--- config.mk ---
export PLATFORM = sky130hd
export DESIGN_NAME = logic_unit_pipe_flat
export DESIGN_NICKNAME = d
export VERILOG_FILES = /design/src/rtl/logic_unit_pipe_if.sv /design/src/rtl/logic_unit_pipe.sv /design/src/flat_wrapper.sv
export SDC_FILE = /design/constraint.sdc
export NUM_CORES = 1
export LEC_CHECK = 0
export CORE_UTILIZATION = 53
export CTS_BUF_LIST = sky130_fd_sc_hd__clkbuf_8
export DETAILED_ROUTE_END_ITERATION = 8
export GPL_TIMING_DRIVEN = 0
export HOLD_SLACK_MARGIN = 0.12
export PLACE_DENSITY_LB_ADDON = 0.3
export SYNTH_ARGS = -nofsm -noshare
export SYNTH_HDL_FRONTEND = slang
export SYNTH_SLANG_ARGS = --single-unit
--- constraint.sdc ---
create_clock -name clk -period 7.2 [get_ports clk]
set_input_delay 2.16 -clock clk [delete_from_list [all_inputs] [get_ports clk]]
set_output_delay 2.16 -clock clk [all_outputs]
set_load 0.02 [all_outputs]
--- src/rtl/logic_unit_pipe_if.sv ---
// logic_unit_pipe_if: operand/result bus for the pipelined logic unit.
//   master: operand source + result sink (drives in_*, out_ready, acc_clr)
//   slave : the logic unit (drives in_ready, out_*, acc_q, txn_cnt)
//   in_*      operands, opcode, accumulator controls, valid/ready
//   out_*     result, flags, valid/ready
//   acc_clr   accumulator clear, independent of the handshake
//   acc_q     accumulator value, txn_cnt accepted-transaction counter
interface logic_unit_pipe_if #(
  parameter int WIDTH = 4,
  parameter int CNT_W = 16
);
  logic             in_valid;
  logic             in_ready;
  logic [WIDTH-1:0] in_a;
  logic [WIDTH-1:0] in_b;
  logic [2:0]       in_op;
  logic             in_use_acc;
  logic             in_acc_wr;
  logic             acc_clr;
  logic             out_valid;
  logic             out_ready;
  logic [WIDTH-1:0] out_y;
  logic             out_zero;
  logic             out_parity;
  logic             out_illegal;
  logic [WIDTH-1:0] acc_q;
  logic [CNT_W-1:0] txn_cnt;

  modport master (
    output in_valid, in_a, in_b, in_op, in_use_acc, in_acc_wr, acc_clr, out_ready,
    input  in_ready, out_valid, out_y, out_zero, out_parity, out_illegal, acc_q, txn_cnt
  );

  modport slave (
    input  in_valid, in_a, in_b, in_op, in_use_acc, in_acc_wr, acc_clr, out_ready,
    output in_ready, out_valid, out_y, out_zero, out_parity, out_illegal, acc_q, txn_cnt
  );
endinterface

--- src/rtl/logic_unit_pipe.sv ---
// logic_unit_pipe: elastic, pipelined WIDTH-bit logic unit with accumulator
// operand source, result flags and an accepted-transaction counter.
//   clk    rising-edge clock
//   rst_n  synchronous reset, active-low
//   bus    logic_unit_pipe_if.slave (operands in, result + flags out,
//          accumulator and counter status)
// The result and its flags are formed combinationally at accept and ride
// through STAGES identical register stages; only stage 1 sees new data.

// One pipeline register stage: loads valid + payload whenever it may advance,
// otherwise holds (which keeps the output stable under backpressure).
module logic_unit_pipe_stage #(
  parameter int PW = 7
) (
  input  logic          clk,
  input  logic          rst_n,
  input  logic          adv,
  input  logic          vld_d,
  input  logic [PW-1:0] dat_d,
  output logic          vld_q,
  output logic [PW-1:0] dat_q
);
  always_ff @(posedge clk) begin
    if (!rst_n) begin
      vld_q <= 1'b0;
      dat_q <= '0;
    end else if (adv) begin
      vld_q <= vld_d;
      dat_q <= dat_d;
    end
  end
endmodule

module logic_unit_pipe #(
  parameter int WIDTH  = 4,
  parameter int STAGES = 1,
  parameter int CNT_W  = 16
) (
  input  logic             clk,
  input  logic             rst_n,
  logic_unit_pipe_if.slave bus
);
  typedef struct packed {
    logic [WIDTH-1:0] y;
    logic             zero;
    logic             parity;
    logic             illegal;
  } res_t;

  localparam int PW = $bits(res_t);

  // Index 0 is the input side (offered valid / freshly computed result);
  // index i is the output of register stage i.
  logic [STAGES:0]         vld_pipe;
  logic [STAGES:0][PW-1:0] dat_pipe;
  logic [STAGES:1]         adv;

  logic [WIDTH-1:0] acc_q;
  logic [WIDTH-1:0] opb;
  logic [CNT_W-1:0] txn_cnt;
  logic             accept;
  res_t             res;
  res_t             out_r;

  assign accept = bus.in_valid && adv[1];

  // Result and flags at accept; accumulator is the pre-update value.
  always_comb begin
    opb = bus.in_use_acc ? acc_q : bus.in_b;
    res = '0;
    case (bus.in_op)
      3'b000:  res.y = bus.in_a & opb;
      3'b001:  res.y = ~(bus.in_a & opb);
      3'b010:  res.y = bus.in_a | opb;
      3'b011:  res.y = ~(bus.in_a | opb);
      3'b100:  res.y = bus.in_a ^ opb;
      3'b101:  res.y = ~(bus.in_a ^ opb);
      3'b110:  res.y = ~bus.in_a;
      default: res.illegal = 1'b1;
    endcase
    res.zero   = ~|res.y;
    res.parity = ^res.y;
  end

  assign vld_pipe[0] = bus.in_valid;
  assign dat_pipe[0] = res;

  // adv[i] = !v[i] || adv[i+1] unrolled: a stage may move if the output is
  // being taken or any stage from i to the end holds a bubble.
  for (genvar i = 1; i <= STAGES; i++) begin : g_stg
    assign adv[i] = bus.out_ready | ~(&vld_pipe[STAGES:i]);

    logic_unit_pipe_stage #(.PW(PW)) u_stg (
      .clk   (clk),
      .rst_n (rst_n),
      .adv   (adv[i]),
      .vld_d (vld_pipe[i-1]),
      .dat_d (dat_pipe[i-1]),
      .vld_q (vld_pipe[i]),
      .dat_q (dat_pipe[i])
    );
  end

  // A write at accept makes back-to-back accumulator chains hazard-free;
  // an accepted write takes priority over a simultaneous clear.
  always_ff @(posedge clk) begin
    if (!rst_n) begin
      acc_q   <= '0;
      txn_cnt <= '0;
    end else begin
      if (accept && bus.in_acc_wr) acc_q <= res.y;
      else if (bus.acc_clr)        acc_q <= '0;
      if (accept) txn_cnt <= txn_cnt + 1'b1;
    end
  end

  assign out_r           = dat_pipe[STAGES];
  assign bus.in_ready    = adv[1];
  assign bus.out_valid   = vld_pipe[STAGES];
  assign bus.out_y       = out_r.y;
  assign bus.out_zero    = out_r.zero;
  assign bus.out_parity  = out_r.parity;
  assign bus.out_illegal = out_r.illegal;
  assign bus.acc_q       = acc_q;
  assign bus.txn_cnt     = txn_cnt;
endmodule

--- src/flat_wrapper.sv ---
// flat-port wrapper written by rule: the top's interface ports become plain ports
module logic_unit_pipe_flat 
#(
  parameter int WIDTH  = 4,
  parameter int STAGES = 1,
  parameter int CNT_W  = 16
)
  (clk, rst_n, bus_in_valid, bus_in_a, bus_in_b, bus_in_op, bus_in_use_acc, bus_in_acc_wr, bus_acc_clr, bus_out_ready, bus_in_ready, bus_out_valid, bus_out_y, bus_out_zero, bus_out_parity, bus_out_illegal, bus_acc_q, bus_txn_cnt);
  logic_unit_pipe_if #(.WIDTH(WIDTH), .CNT_W(CNT_W)) bus_i ();
  input  logic clk;
  input  logic rst_n;
  input wire logic [$bits(bus_i.in_valid)-1:0] bus_in_valid;
  input wire logic [$bits(bus_i.in_a)-1:0] bus_in_a;
  input wire logic [$bits(bus_i.in_b)-1:0] bus_in_b;
  input wire logic [$bits(bus_i.in_op)-1:0] bus_in_op;
  input wire logic [$bits(bus_i.in_use_acc)-1:0] bus_in_use_acc;
  input wire logic [$bits(bus_i.in_acc_wr)-1:0] bus_in_acc_wr;
  input wire logic [$bits(bus_i.acc_clr)-1:0] bus_acc_clr;
  input wire logic [$bits(bus_i.out_ready)-1:0] bus_out_ready;
  output wire logic [$bits(bus_i.in_ready)-1:0] bus_in_ready;
  output wire logic [$bits(bus_i.out_valid)-1:0] bus_out_valid;
  output wire logic [$bits(bus_i.out_y)-1:0] bus_out_y;
  output wire logic [$bits(bus_i.out_zero)-1:0] bus_out_zero;
  output wire logic [$bits(bus_i.out_parity)-1:0] bus_out_parity;
  output wire logic [$bits(bus_i.out_illegal)-1:0] bus_out_illegal;
  output wire logic [$bits(bus_i.acc_q)-1:0] bus_acc_q;
  output wire logic [$bits(bus_i.txn_cnt)-1:0] bus_txn_cnt;
  assign bus_i.in_valid = bus_in_valid;
  assign bus_i.in_a = bus_in_a;
  assign bus_i.in_b = bus_in_b;
  assign bus_i.in_op = bus_in_op;
  assign bus_i.in_use_acc = bus_in_use_acc;
  assign bus_i.in_acc_wr = bus_in_acc_wr;
  assign bus_i.acc_clr = bus_acc_clr;
  assign bus_i.out_ready = bus_out_ready;
  assign bus_in_ready = bus_i.in_ready;
  assign bus_out_valid = bus_i.out_valid;
  assign bus_out_y = bus_i.out_y;
  assign bus_out_zero = bus_i.out_zero;
  assign bus_out_parity = bus_i.out_parity;
  assign bus_out_illegal = bus_i.out_illegal;
  assign bus_acc_q = bus_i.acc_q;
  assign bus_txn_cnt = bus_i.txn_cnt;
  logic_unit_pipe #(.WIDTH(WIDTH), .STAGES(STAGES), .CNT_W(CNT_W)) u_core (.clk(clk), .rst_n(rst_n), .bus(bus_i));
endmodule
# Word level (Yosys, flattened, before mapping)
# Index checks and enable logic that the tools add are counted.
dict set report classes {
  addsub 1
  n_eq_ne 6
  muxes 5
  n_bitwise 9
  n_reduce_logical 8
}
# op n
set ops {}
lappend ops {{$pmux W4 S7} 1}
lappend ops {{$add A16 B1 Y16 const B} 1}
lappend ops {{$not A4 Y4} 4}
lappend ops {{$mux W4} 3}
lappend ops {{$eq A3 B3 Y1 const B} 3}
lappend ops {{$reduce_or A7 Y1} 1}
lappend ops {{$eq A3 B2 Y1 const B} 2}
lappend ops {{$and A4 B4 Y4} 1}
lappend ops {{$or A4 B4 Y4} 1}
lappend ops {{$reduce_or A4 Y1} 1}
lappend ops {{$reduce_xor A4 Y1} 1}
lappend ops {{$xor A4 B4 Y4} 1}
lappend ops {{$eq A3 B1 Y1 const B} 1}
lappend ops {{$logic_not A3 Y1} 1}
lappend ops {{$logic_and A1 B1 Y1} 2}
lappend ops {{$reduce_bool A2 Y1} 1}
lappend ops {{$logic_not A1 Y1} 1}
lappend ops {{$mux W1} 1}
lappend ops {{$not A1 Y1} 1}
lappend ops {{$or A1 B1 Y1} 1}
dict set report totals {
  regBits 28
  inputBits 18
  output_inout_bits 29
  word_cells 33
}

# Logic depth before layout (Yosys ltp)
dict set report logic_depth {
  word_depth 6
  depth_mapped 11
  ltp_nobuf 10
}

# Hierarchy
# A second synthesis with hierarchy kept.
dict set report unflattened {
  cells_unflattened 191
  hier_area_um2 1675.4
}
# mod instances cells_per_inst area_per_inst_um2 seq_area_each_um2
set modules_own_cells {}
lappend modules_own_cells {logic_unit_pipe 1 166 1373.8 400.4}
lappend modules_own_cells {logic_unit_pipe_stage 1 25 301.5 160.2}

# Worst setup path after synthesis
# OpenSTA, ideal clock, no wires.
dict set report synth_path {
  kind {input port to output port}
  from {input bus_out_ready}
  to {output bus_in_ready}
  t_arrival_ps 2612
  t_required_ps 5040
  slack_ps 2428
  path_stages 3
  path_buffers 1
  cell_sequence {nor2b_4 -> inv_2 -> buf_2}
}
dict set report synth_between {
  elab_chain_cells 1
}
# item line
set synth_rtl {}
lappend synth_rtl {{from (decl)} flat_wrapper.sv:19} ;# input wire logic [$bits(bus_i.out_ready)-1:0] bus_out_ready;
lappend synth_rtl {{$or A1 B1 Y1} logic_unit_pipe.sv:91} ;# assign adv[i] = bus.out_ready | ~(&vld_pipe[STAGES:i]);
lappend synth_rtl {{to (decl)} flat_wrapper.sv:20} ;# output wire logic [$bits(bus_i.in_ready)-1:0] bus_in_ready;
# Every way passes these cells.

# Worst setup path after layout
# Ends and elaborated chain as after synthesis.

==> results_tabular.tex <==
\begin{tabular}{lr}
\hline
Metric & Value \\
\hline
\multicolumn{2}{l}{\textbf{Power and ir drop}} \\
Max IR drop VDD & 123 uV \\
Power per Cell Area & 155 mW/mm\^{}2 \\
Lkg Pwr & 0.863 nW \\
\multicolumn{2}{l}{\textbf{GRT}} \\
Most utilized layer in the global route result & met2 \\
Initial antenna violation count & 0 \\
Total global routing track utilization & 23.0\% \\
Vias in the first global route & 1,358 \\
Final global-route overflow total & 0 \\
First-pass GRT wire length & 6150 um \\
Met2 demand-to-capacity share in global routing & 42.2\% \\
Met3 track utilization from global routing & 3.30\% \\
Met1 demand-to-capacity share in global routing & 28.6\% \\
Pin count of the biggest net entering global routing & 16 \\
\multicolumn{2}{l}{\textbf{Detailed routing}} \\
Routed via count & 1,517 \\
ANT nets after route & 0 \\
Routed wirelength normalized by instance count & 13.4 um \\
Number of detailed-routing iterations run before antenna repair & 4 \\
DR iter-0 viols & 61 \\
Vias/cell & 5.42 \\
Sum of routed wire length over all layers & 3740 um \\
DRC errors left & 0 \\
\multicolumn{2}{l}{\textbf{STA}} \\
Final setup TNS & 0 ns \\
Final count of hold timing violations & 0 \\
Unrepaired setup endpoints after global routing & no \\
Smallest hold slack & 0.466 ns \\
Achievable clock frequency & 166 MHz \\
Fin crit share & 83.4\% \\
Least-Margin Pin Slew & 0.416 ns \\
Setup Skew & 0.00304 ns \\
Clock period minus worst slack & 6.01 ns \\
Relative max-transition margin & 72.3\% \\
Number of pins with negative max-slew slack in the final report & 0 \\
Total of endpoints with negative setup slack in the final report & 0 \\
\multicolumn{2}{l}{\textbf{Place}} \\
Count of port buffers added during placement & 43 \\
Final weighted congestion in routability-driven placement & 0.732 \\
Placed instance area & 0.00219 mm\^{}2 \\
Placed cells & 276 \\
Post-DP HPWL & 2790 um \\
\multicolumn{2}{l}{\textbf{Synth}} \\
Cell count after synthesis & 189 \\
Top-area cell type share of the netlist area & 32.9\% \\
YS warnings & 0 \\
Top area cells in the synthesized netlist & sky130\_fd\_sc\_hd\_\_dfxtp\_1, sky130\_fd\_sc\_hd\_\_ha\_1, sky130\_fd\_sc\_hd\_\_xnor2\_1 \\
Total nets after synthesis & 218 \\
Ys async rst share & 0\% \\
Library cells used by synthesis & 42 \\
Post-synthesis register bit count & 28 \\
Sequential-to-total area share from yosys stat & 32.9\% \\
Number of synthesized flops with an enable pin & 0 \\
Yosys top cell by area & sky130\_fd\_sc\_hd\_\_dfxtp\_1 \\
Cell Area, Synth & 0.00170 mm\^{}2 \\
Average footprint of a synthesized cell & 9.02 um\^{}2 \\
Flip-flop cell with the highest count after synthesis & sky130\_fd\_sc\_hd\_\_dfxtp\_1 \\
\multicolumn{2}{l}{\textbf{Clock network}} \\
Buffer levels on the longest clock path & 2 \\
Clock buffers created by TritonCTS & 3 \\
CTS H-tree depth & 1 \\
Sinks on the clock net & 28 \\
TritonCTS clock tree & done \\
Hold-fix buffer count after cts & 0 \\
Root cell of the clock tree & sky130\_fd\_sc\_hd\_\_clkbuf\_8 \\
Clock Latency Late Sink & 0.27 ns \\
Number of buffers inserted to repair setup after CTS & 0 \\
Post-cts gate resize count & 0 \\
Reg clk slew, reported paths & 0.09 ns \\
\multicolumn{2}{l}{\textbf{Setup path}} \\
Startpoint kind of the worst setup timing path & primary input \\
Kind of capture point of the worst setup path & primary output \\
Critical setup path kind & in2out \\
Reg-to-reg startpoint & u\_core.bus.acc\_q[0] \\
CP Data Required Time & 5.04 ns \\
Launching element of the worst setup path & bus\_out\_ready \\
Critical path fanouts, max & 10 \\
Critical path arrival & 3.85 ns \\
\multicolumn{2}{l}{\textbf{Floorplan}} \\
Io pins & 47 \\
Site Rows & 20 \\
Y dimension of the die & 58.7 um \\
Die Wd & 58.7 um \\
Starting Density & 55.8\% \\
Area of the die & 0.00345 mm\^{}2 \\
Placeable core region & 0.00305 mm\^{}2 \\
\multicolumn{2}{l}{\textbf{Cells and area}} \\
Final Non-Filler Cells & 280 \\
Share of layout cells above drive strength 1 & 11.0\% \\
Area added between synthesis and finish & 31.7\% \\
Final core utilization & 73.5\% \\
Area of combinational cells with multiple inputs & 0.00102 mm\^{}2 \\
\# fillers & 240 \\
Post-Layout Inst Area & 0.00224 mm\^{}2 \\
Sequential cell area & 561 um\^{}2 \\
Antenna diode count & 0 \\
Number of nets at the end of the flow & 266 \\
\multicolumn{2}{l}{\textbf{Flow run}} \\
Max-Cap Viols & 0 \\
\multicolumn{2}{l}{\textbf{Min path}} \\
Hold Path Class & reg2reg \\
Worst hold start & u\_core.g\_stg[1].u\_stg.dat\_q[0] \\
\multicolumn{2}{l}{\textbf{Status}} \\
Result of the run & finished clean \\
\hline
\end{tabular}
-- through the flow --
stage                     worst slack, ns  power (mW)
after floorplan                      2.43       0.221
after global placement               1.25       0.251
after detailed placement             1.22       0.253
after CTS                            1.21       0.349
after global routing                 1.13       0.366
final                                1.19       0.348
-- worst max-delay path, cell delays in order --
cell and delay, ns:
sky130_fd_sc_hd__clkdlybuf4s50_1 0.51, sky130_fd_sc_hd__nor2b_4 0.07, sky130_fd_sc_hd__inv_2 0.19, sky130_fd_sc_hd__buf_2 0.26, sky130_fd_sc_hd__clkdlybuf4s50_1 0.65
-- power by group --
group	internal, mW	total, mW	switching, mW
clock	0.0489	0.0967	0.0478
sequential	0.162	0.167	0.00498
combinational	0.0430	0.0847	0.0416
total	0.254	0.348	0.0944
-- cells by family (layout without fill, tap and decap cells) --
logic type	after synthesis	in the layout	share of synthesized area, %
compound gates	38	38	15.1
xor+xnor	11	11	5.65
fa+ha+maj	11	11	8.08
buf+inv	26	73	7.05
flops	28	28	32.9
mux	9	9	5.43
simple gates	66	66	25.8
-- per-layer routing --
| metal | vias to the layer above | share of wire [%] |
|---|---|---|
| met3 | 2 | 4.5 |
| met5 | - | 0 |
| met2 | 40 | 49 |
| met1 | 714 | 46 |
| met4 | 0 | 0.29 |
| li1 | 761 | - |
-- registers in the layout (all words and copies together) (netlist names) --
register and cells:
u_core.bus.acc_q 4, u_core.bus.txn_cnt 16, u_core.g_stg.u_stg.dat_q 7, u_core.g_stg.u_stg.vld_q 1
-- final timing paths --
path / to / slack [ns] / depth (start not counted)
worst max-delay path: bus_in_ready / 1.19 / 5
worst min-delay path: u_core.g_stg[1].u_stg.dat_q[0] / 0.47 / 2
worst max register to register: u_core.g_stg[1].u_stg.dat_q[1] / 5.02 / 9
worst min register to register: u_core.g_stg[1].u_stg.dat_q[0] / 0.47 / 2
-- cells in the mapped netlist, types with 4 or more instances --
cell type / count
sky130_fd_sc_hd__nand3_1: 11
sky130_fd_sc_hd__o21ai_0: 10
sky130_fd_sc_hd__nand2b_1: 8
sky130_fd_sc_hd__nand2_1: 13
sky130_fd_sc_hd__and2_1: 6
sky130_fd_sc_hd__clkbuf_1: 5
sky130_fd_sc_hd__ha_1: 11
sky130_fd_sc_hd__o22ai_1: 4
sky130_fd_sc_hd__inv_1: 12
sky130_fd_sc_hd__xnor2_1: 11
sky130_fd_sc_hd__buf_4: 5
sky130_fd_sc_hd__dfxtp_1: 28
sky130_fd_sc_hd__nand3b_1: 5
sky130_fd_sc_hd__or3_1: 5
sky130_fd_sc_hd__mux2i_1: 7
sky130_fd_sc_hd__a21boi_0: 5
-- cells in the final DEF, fill, tap and decap left out, types with 4 or more instances in the layout --
master	count
sky130_fd_sc_hd__o22ai_1	4
sky130_fd_sc_hd__ha_1	11
sky130_fd_sc_hd__clkbuf_8	4
sky130_fd_sc_hd__clkbuf_1	5
sky130_fd_sc_hd__nand2b_1	8
sky130_fd_sc_hd__inv_1	12
sky130_fd_sc_hd__or3_1	5
sky130_fd_sc_hd__o21ai_0	10
sky130_fd_sc_hd__clkdlybuf4s50_1	43
sky130_fd_sc_hd__nand3_1	11
sky130_fd_sc_hd__a21boi_0	5
sky130_fd_sc_hd__nand3b_1	5
sky130_fd_sc_hd__and2_1	6
sky130_fd_sc_hd__xnor2_1	11
sky130_fd_sc_hd__nand2_1	13
sky130_fd_sc_hd__dfxtp_1	28
sky130_fd_sc_hd__buf_4	5
sky130_fd_sc_hd__mux2i_1	7
-- cell type report --
cell class | instances | area share [%]
Tap cell | 44 | 2.45
Buffer | 13 | 3.18
Clock buffer | 4 | 2.45
Inverter | 13 | 2.17
Timing Repair Buffer | 43 | 19.2
Multi-Input combinational cell | 135 | 45.6
Sequential cell | 28 | 25.0
No activity file was read; power rests on OpenSTA's default activity.
